## src/rtl/bus_snoop_responder_if.sv

```systemverilog
// Bus operation channel between the L2 cache (master) and the snoop responder (slave).
// Handshake: an operation transfers on a rising clk edge where bus_valid && bus_ready
// are both high; bus_op/bus_addr must be stable while bus_valid is high and unaccepted.
interface bus_snoop_responder_if #(
  parameter int i_size = 32,
  parameter int IDX_W  = 3
);
  logic              bus_valid;
  logic              bus_ready;
  logic [1:0]        bus_op;
  logic [i_size-1:0] bus_addr;
  logic              snoop_valid;
  logic [1:0]        snoop_result;
  logic              data_src;
  logic              data_beat;
  logic [IDX_W-1:0]  beat_idx;
  logic              bus_done;

  modport master (
    output bus_valid, bus_op, bus_addr,
    input  bus_ready, snoop_valid, snoop_result, data_src, data_beat, beat_idx, bus_done
  );

  modport slave (
    input  bus_valid, bus_op, bus_addr,
    output bus_ready, snoop_valid, snoop_result, data_src, data_beat, beat_idx, bus_done
  );
endinterface

```

## src/rtl/bus_snoop_responder.sv

```systemverilog
// Cycle-accurate far end of the system bus: snoop response, data beats, completion
// strobe and saturating per-operation statistics for the L2 cache under test.
module bus_snoop_responder #(
  parameter int i_size    = 32,
  parameter int d_size    = 6,
  parameter int BUS_BYTES = 8,
  parameter int SNOOP_LAT = 2,
  parameter int CNT_W     = 16
) (
  input  logic                 clk,
  input  logic                 rst,
  bus_snoop_responder_if.slave bus,
  input  logic                 clr,
  output logic [CNT_W-1:0]     cnt_read,
  output logic [CNT_W-1:0]     cnt_write,
  output logic [CNT_W-1:0]     cnt_inval,
  output logic [CNT_W-1:0]     cnt_rwim,
  output logic [CNT_W-1:0]     cnt_hitm,
  output logic [1:0]           dbg_state
);
  localparam int BEATS = (2 ** d_size) / BUS_BYTES;
  localparam int IDX_W = (BEATS > 1) ? $clog2(BEATS) : 1;

  localparam logic [3:0]       LAT_INIT  = 4'(SNOOP_LAT - 1);
  localparam logic [IDX_W-1:0] BEAT_LAST = IDX_W'(BEATS - 1);

  localparam logic [1:0] OP_READ  = 2'd0;
  localparam logic [1:0] OP_WRITE = 2'd1;
  localparam logic [1:0] OP_INVAL = 2'd2;
  localparam logic [1:0] OP_RWIM  = 2'd3;

  localparam logic [1:0] RES_HIT   = 2'd0;
  localparam logic [1:0] RES_HITM  = 2'd1;
  localparam logic [1:0] RES_NOHIT = 2'd2;

  typedef enum logic [1:0] {
    IDLE  = 2'd0,
    SNOOP = 2'd1,
    XFER  = 2'd2,
    DONE  = 2'd3
  } state_t;

  state_t            state_q, state_next;
  logic [3:0]        lat_q, lat_next;
  logic [IDX_W-1:0]  beat_q, beat_next;
  logic [1:0]        op_q, op_next;
  logic [i_size-1:0] addr_q, addr_next;
  logic              accept;

  logic             ready_q, ready_d;
  logic             snoop_valid_q, snoop_valid_d;
  logic [1:0]       snoop_result_q, snoop_result_d;
  logic             data_src_q, data_src_d;
  logic             data_beat_q, data_beat_d;
  logic [IDX_W-1:0] beat_idx_q, beat_idx_d;
  logic             bus_done_q, bus_done_d;

  // Only the low two address bits steer the modelled peer response.
  logic unused_addr_hi;
  assign unused_addr_hi = ^addr_q[i_size-1:2];

  // Write-backs are never snooped; a line being invalidated cannot be dirty elsewhere.
  function automatic logic [1:0] snoop_of(input logic [1:0] op, input logic [1:0] sel);
    logic [1:0] res;
    res = RES_NOHIT;
    if (op != OP_WRITE) begin
      case (sel)
        2'b00:   res = RES_HIT;
        2'b01:   res = (op == OP_INVAL) ? RES_HIT : RES_HITM;
        default: res = RES_NOHIT;
      endcase
    end
    return res;
  endfunction

  function automatic logic [CNT_W-1:0] sat_inc(input logic [CNT_W-1:0] c, input logic en);
    return (en && (c != {CNT_W{1'b1}})) ? c + 1'b1 : c;
  endfunction

  // State register, including the latched operation.
  always_ff @(posedge clk) begin
    if (rst) begin
      state_q <= IDLE;
      lat_q   <= '0;
      beat_q  <= '0;
      op_q    <= '0;
      addr_q  <= '0;
    end else begin
      state_q <= state_next;
      lat_q   <= lat_next;
      beat_q  <= beat_next;
      op_q    <= op_next;
      addr_q  <= addr_next;
    end
  end

  // Next-state logic.
  always_comb begin
    state_next = state_q;
    lat_next   = lat_q;
    beat_next  = beat_q;
    op_next    = op_q;
    addr_next  = addr_q;
    accept     = 1'b0;
    case (state_q)
      IDLE: begin
        if (bus.bus_valid && ready_q) begin
          accept     = 1'b1;
          op_next    = bus.bus_op;
          addr_next  = bus.bus_addr;
          lat_next   = LAT_INIT;
          state_next = SNOOP;
        end
      end
      SNOOP: begin
        if (lat_q == 4'd0) begin
          if (op_q == OP_INVAL) begin
            state_next = DONE;
          end else begin
            state_next = XFER;
            beat_next  = '0;
          end
        end else begin
          lat_next = lat_q - 4'd1;
        end
      end
      XFER: begin
        if (beat_q == BEAT_LAST) begin
          state_next = DONE;
        end else begin
          beat_next = beat_q + 1'b1;
        end
      end
      DONE: begin
        state_next = IDLE;
      end
      default: begin
        state_next = IDLE;
      end
    endcase
  end

  // Output logic: decoded from the next state so every output leaves a flop
  // in the same cycle the FSM occupies the corresponding state.
  always_comb begin
    ready_d        = (state_next == IDLE);
    snoop_valid_d  = (state_next == SNOOP) && (lat_next == 4'd0);
    snoop_result_d = snoop_valid_d ? snoop_of(op_next, addr_next[1:0]) : RES_HIT;
    data_src_d     = snoop_valid_d && (snoop_result_d == RES_HITM);
    data_beat_d    = (state_next == XFER);
    beat_idx_d     = data_beat_d ? beat_next : '0;
    bus_done_d     = (state_next == DONE);
  end

  always_ff @(posedge clk) begin
    if (rst) begin
      ready_q        <= 1'b1;
      snoop_valid_q  <= 1'b0;
      snoop_result_q <= RES_HIT;
      data_src_q     <= 1'b0;
      data_beat_q    <= 1'b0;
      beat_idx_q     <= '0;
      bus_done_q     <= 1'b0;
    end else begin
      ready_q        <= ready_d;
      snoop_valid_q  <= snoop_valid_d;
      snoop_result_q <= snoop_result_d;
      data_src_q     <= data_src_d;
      data_beat_q    <= data_beat_d;
      beat_idx_q     <= beat_idx_d;
      bus_done_q     <= bus_done_d;
    end
  end

  // Statistics: clr has priority over any increment in the same cycle.
  always_ff @(posedge clk) begin
    if (rst || clr) begin
      cnt_read  <= '0;
      cnt_write <= '0;
      cnt_inval <= '0;
      cnt_rwim  <= '0;
      cnt_hitm  <= '0;
    end else begin
      cnt_read  <= sat_inc(cnt_read,  accept && (bus.bus_op == OP_READ));
      cnt_write <= sat_inc(cnt_write, accept && (bus.bus_op == OP_WRITE));
      cnt_inval <= sat_inc(cnt_inval, accept && (bus.bus_op == OP_INVAL));
      cnt_rwim  <= sat_inc(cnt_rwim,  accept && (bus.bus_op == OP_RWIM));
      cnt_hitm  <= sat_inc(cnt_hitm,  snoop_valid_q && (snoop_result_q == RES_HITM));
    end
  end

  assign bus.bus_ready    = ready_q;
  assign bus.snoop_valid  = snoop_valid_q;
  assign bus.snoop_result = snoop_result_q;
  assign bus.data_src     = data_src_q;
  assign bus.data_beat    = data_beat_q;
  assign bus.beat_idx     = beat_idx_q;
  assign bus.bus_done     = bus_done_q;
  assign dbg_state        = state_q;
endmodule

```

## src/flat_wrapper.sv

```systemverilog
// flat-port wrapper written by rule: the top's interface ports become plain ports
module bus_snoop_responder_flat 
#(
  parameter int i_size    = 32,
  parameter int d_size    = 6,
  parameter int BUS_BYTES = 8,
  parameter int SNOOP_LAT = 2,
  parameter int CNT_W     = 16
)
  (clk, rst, clr, cnt_read, cnt_write, cnt_inval, cnt_rwim, cnt_hitm, dbg_state, bus_bus_valid, bus_bus_op, bus_bus_addr, bus_bus_ready, bus_snoop_valid, bus_snoop_result, bus_data_src, bus_data_beat, bus_beat_idx, bus_bus_done);
  bus_snoop_responder_if #(.i_size(i_size), .IDX_W(3)) bus_i ();
  input  logic clk;
  input  logic rst;
  input  logic clr;
  output logic [CNT_W-1:0] cnt_read;
  output logic [CNT_W-1:0] cnt_write;
  output logic [CNT_W-1:0] cnt_inval;
  output logic [CNT_W-1:0] cnt_rwim;
  output logic [CNT_W-1:0] cnt_hitm;
  output logic [1:0] dbg_state;
  input wire logic [$bits(bus_i.bus_valid)-1:0] bus_bus_valid;
  input wire logic [$bits(bus_i.bus_op)-1:0] bus_bus_op;
  input wire logic [$bits(bus_i.bus_addr)-1:0] bus_bus_addr;
  output wire logic [$bits(bus_i.bus_ready)-1:0] bus_bus_ready;
  output wire logic [$bits(bus_i.snoop_valid)-1:0] bus_snoop_valid;
  output wire logic [$bits(bus_i.snoop_result)-1:0] bus_snoop_result;
  output wire logic [$bits(bus_i.data_src)-1:0] bus_data_src;
  output wire logic [$bits(bus_i.data_beat)-1:0] bus_data_beat;
  output wire logic [$bits(bus_i.beat_idx)-1:0] bus_beat_idx;
  output wire logic [$bits(bus_i.bus_done)-1:0] bus_bus_done;
  assign bus_i.bus_valid = bus_bus_valid;
  assign bus_i.bus_op = bus_bus_op;
  assign bus_i.bus_addr = bus_bus_addr;
  assign bus_bus_ready = bus_i.bus_ready;
  assign bus_snoop_valid = bus_i.snoop_valid;
  assign bus_snoop_result = bus_i.snoop_result;
  assign bus_data_src = bus_i.data_src;
  assign bus_data_beat = bus_i.data_beat;
  assign bus_beat_idx = bus_i.beat_idx;
  assign bus_bus_done = bus_i.bus_done;
  bus_snoop_responder #(.i_size(i_size), .d_size(d_size), .BUS_BYTES(BUS_BYTES), .SNOOP_LAT(SNOOP_LAT), .CNT_W(CNT_W)) u_core (.clk(clk), .rst(rst), .bus(bus_i), .clr(clr), .cnt_read(cnt_read), .cnt_write(cnt_write), .cnt_inval(cnt_inval), .cnt_rwim(cnt_rwim), .cnt_hitm(cnt_hitm), .dbg_state(dbg_state));
endmodule
```

## config.mk

```make
export PLATFORM = sky130hd
export DESIGN_NAME = bus_snoop_responder_flat
export DESIGN_NICKNAME = d
export VERILOG_FILES = /design/src/rtl/bus_snoop_responder_if.sv /design/src/rtl/bus_snoop_responder.sv /design/src/flat_wrapper.sv
export SDC_FILE = /design/constraint.sdc
export NUM_CORES = 1
export LEC_CHECK = 0
export CORE_MARGIN = 2
export CORE_UTILIZATION = 45
export DETAILED_ROUTE_END_ITERATION = 8
export DONT_BUFFER_PORTS = 1
export GPL_ROUTABILITY_DRIVEN = 1
export GPL_TIMING_DRIVEN = 0
export SLEW_MARGIN = 20
export SYNTH_ARGS = -nofsm -noshare
export SYNTH_HDL_FRONTEND = slang
export SYNTH_SLANG_ARGS = --single-unit
```

## constraint.sdc

```tcl
create_clock -name clk -period 2.1 [get_ports clk]
set_input_delay 0.42 -clock clk [delete_from_list [all_inputs] [get_ports clk]]
set_output_delay 0.42 -clock clk [all_outputs]
set_load 0.03 [all_outputs]
```

Word-level counts from Yosys, hierarchy flattened. Index checks and enable logic that the tools add are counted. W data, S select, Z words.

$add $sub $neg: 7. Equality and inequality tests: 21. Multiplexer cells: 22. Bitwise logic cells: 1. Reductions and logical operators: 21.

Operators by type and width (number): $add A16 B1 Y16 const B (5); $ne A16 B16 Y1 const B (5); $mux W2 (9); $eq A2 B2 Y1 const B (8); $logic_and A1 B1 Y1 (13); $eq A2 B1 Y1 const B (6); $mux W3 (3); $logic_not A2 Y1 (4); $logic_not A4 Y1 (2); $mux W4 (2); $pmux W2 S4 (1); $pmux W4 S2 (1); $pmux W3 S2 (1); $mux W1 (4); $pmux W2 S2 (1); $sub A4 B1 Y4 const B (1); $add A3 B1 Y3 const B (1); $eq A3 B3 Y1 const B (1); $ne A2 B1 Y1 const B (1); $reduce_or A2 Y1 (1); $logic_or A1 B1 Y1 (1); $not A1 Y1 (1).

Flip-flop bits (word level): 103. Input bits: 38. Output and inout port bits: 92. Word-level logic and storage cells: 89.

Longest topological paths before layout.
Depth after elaboration: 10. Depth in mapped cells: 10.

Worst setup path before layout. Ideal clock, no wire load.

Kind: reg2reg. Start: register u_core.state_q[0] (netlist: u_core.dbg_state[0]). End: register u_core.data_src_q (netlist: u_core.bus.data_src). Arrival time: 2.174 ns. Data required time: 2.039 ns. Setup slack: -0.135 ns. Cell stages (with the launch flop): 9. Cells stage by stage: dfxtp_1 > inv_1 > ha_1 > buf_6 > and3_1 > buf_6 > or4_1 > a211oi_2 > and4_1.

Word-level cells in the longest chain between the ends: 9. Elaborated cells on any way between the ends: 24. Classes of those cells: eq/ne (8); mux (11); reduce/logical (5).

Ends and longest elaborated chain: from (decl) (line bus_snoop_responder.sv:43) `state_t state_q, state_next;`; from (signal assigned) (line bus_snoop_responder.sv:89) `state_q <= state_next;`; $logic_not A2 Y1 (line bus_snoop_responder.sv:105) `case (state_q)`; $mux W2 (line bus_snoop_responder.sv:105); $eq A2 B2 Y1 (line bus_snoop_responder.sv:69) `2'b01: res = (op == OP_INVAL) ? RES_HIT : RES_HITM;`; $mux W1 (line bus_snoop_responder.sv:69); $pmux W2 S2 (line bus_snoop_responder.sv:67) `case (sel)`; $mux W2 (line bus_snoop_responder.sv:66) `if (op != OP_WRITE) begin`; $mux W2 (line bus_snoop_responder.sv:148) `snoop_result_d = snoop_valid_d ? snoop_of(op_next, addr_next[1:0]) : RES_HIT;`; $eq A2 B1 Y1 (line bus_snoop_responder.sv:149) `data_src_d = snoop_valid_d && (snoop_result_d == RES_HITM);`; $logic_and A1 B1 Y1 (*) (line bus_snoop_responder.sv:149); to (signal assigned) (line bus_snoop_responder.sv:168) `data_src_q <= data_src_d;`; to (decl) (line bus_snoop_responder.sv:53) `logic data_src_q, data_src_d;`.

Every way passes the cells marked *; elsewhere a longest branch is shown, timed or not. A chain may end at the register's enable or synchronous reset.

Worst setup path after layout.
Start: register u_core.cnt_write[3]. End: register u_core.cnt_write[14].

Word-level cells in the longest chain between the ends: 2. Elaborated cells on any way between the ends: 3. Classes of those cells: add/sub (1); eq/ne (1); reduce/logical (1).

Ends and longest elaborated chain: from (decl) (line bus_snoop_responder.sv:15) `output logic [CNT_W-1:0] cnt_write,`; from (signal assigned) (line bus_snoop_responder.sv:185) `cnt_write <= sat_inc(cnt_write, accept && (bus.bus_op == OP_WRITE));`; branches (longest 2 deep; another with $add A16 B1 Y16).

Parallel ways; which one is timed is not known.

==> impl_metrics.py <==
metrics = {
    "global_route": {
        "grt_overflow": 0,
        "grt_max_degree": 15,
        "grt_use_met3_pct": 6.46,
        "met2_usage_pct": 34.1,
        "grt_first_pass_wirelength_um": 19400,
        "grt.busiest_layer": "met2",
        "antenna_found_initial": 0,
        "first_global_vias": 4025,
        "grt_usage_pct": 20.6,
        "use_met1_pct": 25.1,
    },
    "detailed_routing": {
        "wl_per_cell_um": 16.1,
        "viasPerCell": 5.73,
        "final_antenna_net_count": 0,
        "via_count": 4314,
        "drt_wl_total_um": 12200,
        "drtPass1Iterations": 4,
        "drt-initial-drc-count": 243,
        "drc": 0,
    },
    "synth": {
        "yosys.cell_count.top_type": "dfxtp_1",
        "synth_area_leaders": "dfxtp_1 (41%), xnor2_1 (7.7%), nor2_1 (6.7%)",
        "yosysTopAreaCell": "dfxtp_1",
        "ys_warn_count": 0,
        "synth_commonest_cells": "dfxtp_1 (103), nor2_1 (90), nand2_1 (50)",
        "synth_top_area_share_pct": 41.2,
        "synth_nets": 636,
        "syn_area_mm2": 0.00501,
        "synthArstFlopShare_pct": 0,
        "synthCells": 588,
        "synth_edf_count": 0,
        "ys.flop_type": "dfxtp_1",
        "ys_seq_elements": 103,
        "ys_types": 60,
        "avgSynthCellArea_um2": 8.52,
        "synth-seq-area-share_pct": 41.2,
    },
    "sta": {
        "rsz0062_at_grt": "yes",
        "slew_headroom_pct": 59.3,
        "period_minus_slack_ns": 2.04,
        "tightest_slew_ns": 0.610,
        "timing.hold.ws_ns": 0.182,
        "finalHoldViolations": 0,
        "setup-violations-final": 0,
        "skew_ns": 0.0114,
        "period_share_pct": 97.3,
        "drv_slew": 0,
        "fmax_ghz": 0.489,
    },
    "clock_network": {
        "cts_tree": "built",
        "htreeDepth": 3,
        "clock-sinks": 103,
        "cts_root_buf": "clkbuf_8",
        "postCtsHoldBufs": 0,
        "clockBufferDepth": 2,
        "clkTransAtPathRegs_ns": 0.09,
        "numCtsBuffers": 9,
        "clk_latency_ns": 0.37,
    },
    "finish": {
        "layout.nets": 658,
        "diodes": 0,
        "fin_util_pct": 52.8,
        "areaGrowthSynthToFinish_pct": 14.3,
        "fillerInstances": 1021,
        "drive_gt1_share_pct": 20.2,
    },
    "pwr": {
        "p_per_area_mw_per_mm2": 801,
        "p_leak_uw": 0.00189,
        "ir_drop_mv": 0.673,
    },
    "floorplan": {
        "rows": 38,
        "die_w_um": 109,
        "die_area_mm2": 0.0120,
        "boundaryPins": 130,
        "fp.dieH_um": 109,
        "coreArea_mm2": 0.0108,
        "initial_core_util_pct": 46.2,
    },
    "worst_setup_path": {
        "cp.required_ns": 2.34,
        "path_cells": "nand4_1, or4_4, nor3_4, and4b_1, a211oi_2",
        "crit_type": "flop to flop",
        "crit_arrival_ns": 2.28,
        "end_kind": "flop",
        "crit_path_top_delay_cell": "dfxtp_1",
        "worst_path_largest_cell_delay_ns": 0.64,
        "startpoint_type": "flop",
        "crit_fanout": 5,
    },
    "outcome": {
        "outcome": "complete, no violations",
    },
    "hold_path": {
        "hp-class": "primary input to flop",
    },
    "placement": {
        "finalWeightedCongestion": 0.827,
        "hpwl_um": 8610,
        "port_buffers": 0,
    },
    "run": {
        "maxCapViolations": 0,
    },
}
## repair_timing
action | in CTS | in global routing
buffers inserted | 7 | 6
resized for setup | 32 | 68
pin swaps | 10 | 7
endpoints found under the setup margin | 61 | 72
## power breakdown
group | leakage [uW] | switching, uW | internal, uW
combinational | 0.000952 | 661 | 508
sequential | 0.000856 | 226 | 2060
clock | 0.0000854 | 651 | 484
## layout by cell type, fill, tap and decap left out, types with 10 or more instances in the layout
master / synthesis / final
nor2_1: 90 / 90
dfxtp_1: 103 / 55
nand2_1: 50 / 50
xnor2_1: 44 / 44
dfxtp_2: 0 / 44
nand3_1: 31 / 29
nor3_1: 31 / 29
nand4_1: 21 / 21
a21oi_1: 19 / 18
xor2_1: 15 / 15
o21ai_0: 14 / 13
buf_4: 0 / 13
clkbuf_1: 10 / 11
clkbuf_8: 0 / 11
inv_1: 12 / 10
## metrics by stage
step | instance area [um^2] | cells | total power (uW) | worst slack [ns] | setup TNS (ns)
global placement | 5180 | 728 | 3220 | -0.228 | -5.01
CTS | 5500 | 748 | 4580 | -0.00432 | -0.00432
finish | 5720 | 753 | 4590 | 0.0567 | 0
global route | 5720 | 753 | 4870 | -0.0275 | -0.0839
detailed placement | 5180 | 728 | 3250 | -0.210 | -5.80
floorplan | 5010 | 588 | 3030 | 0.00441 | 0
## routing by layer
metal  up-vias  wire (um)
met1      2042       5220
met4         0        232
met3        19        861
met5         -          0
met2       102       5840
li1       2151          -
## worst max-delay path, delay by kind of cell, from the launching register on
family	cells	cell delay, ns
simple gates	4	1.21
flops	1	0.64
compound gates	1	0.06
## cell families (layout without fill, tap and decap cells)
logic type	count (synthesis)	count (layout)	synth area share, %
adder cells (fa/ha/maj)	10	10	2.50
AND/OR/NAND/NOR	313	313	33.4
XOR/XNOR	59	59	10.3
AO/OA/AOI/OAI	67	67	8.87
multiplexers	4	4	0.800
flip-flops	103	103	41.2
buffers and inverters	32	57	2.90
## path summary, 6_finish.rpt
check,from,endpoint,slack (ns),depth (start not counted)
max,u_core.cnt_write[3],u_core.cnt_write[14],0.06,5
min,bus_bus_addr[1],u_core.addr_q[1],0.18,2
max reg2reg,u_core.cnt_write[3],u_core.cnt_write[14],0.06,5
min reg2reg,u_core.op_q[0],u_core.op_q[0],0.48,2
## flip-flops by register name, summed over array words and instances, names as in the netlist
signal,flops
u_core.op_q,2
u_core.lat_q,4
u_core.cnt_write,16
u_core.cnt_read,16
u_core.beat_q,3
u_core.bus.beat_idx,3
u_core.bus.data_src,1
u_core.bus.bus_done,1
u_core.cnt_inval,16
u_core.bus.bus_ready,1
u_core.bus.data_beat,1
u_core.bus.snoop_result,2
u_core.addr_q,2
u_core.dbg_state,2
u_core.cnt_rwim,16
u_core.cnt_hitm,16
u_core.bus.snoop_valid,1
## layout make-up
cell class              instances  area (um^2)  share of cell area (%)
multi-input cells             453         3030                    52.9
clock buffers                  13          159                    2.78
plain buffers                  18         78.8                    1.38
clock inverters                 1         5.00                  0.0874
repair buffers                 13         97.6                    1.70
inverters                      12         50.0                   0.874
well taps                     140          175                    3.06
flip-flops and latches        103         2130                    37.2
Power figures use the tool's default switching activity.
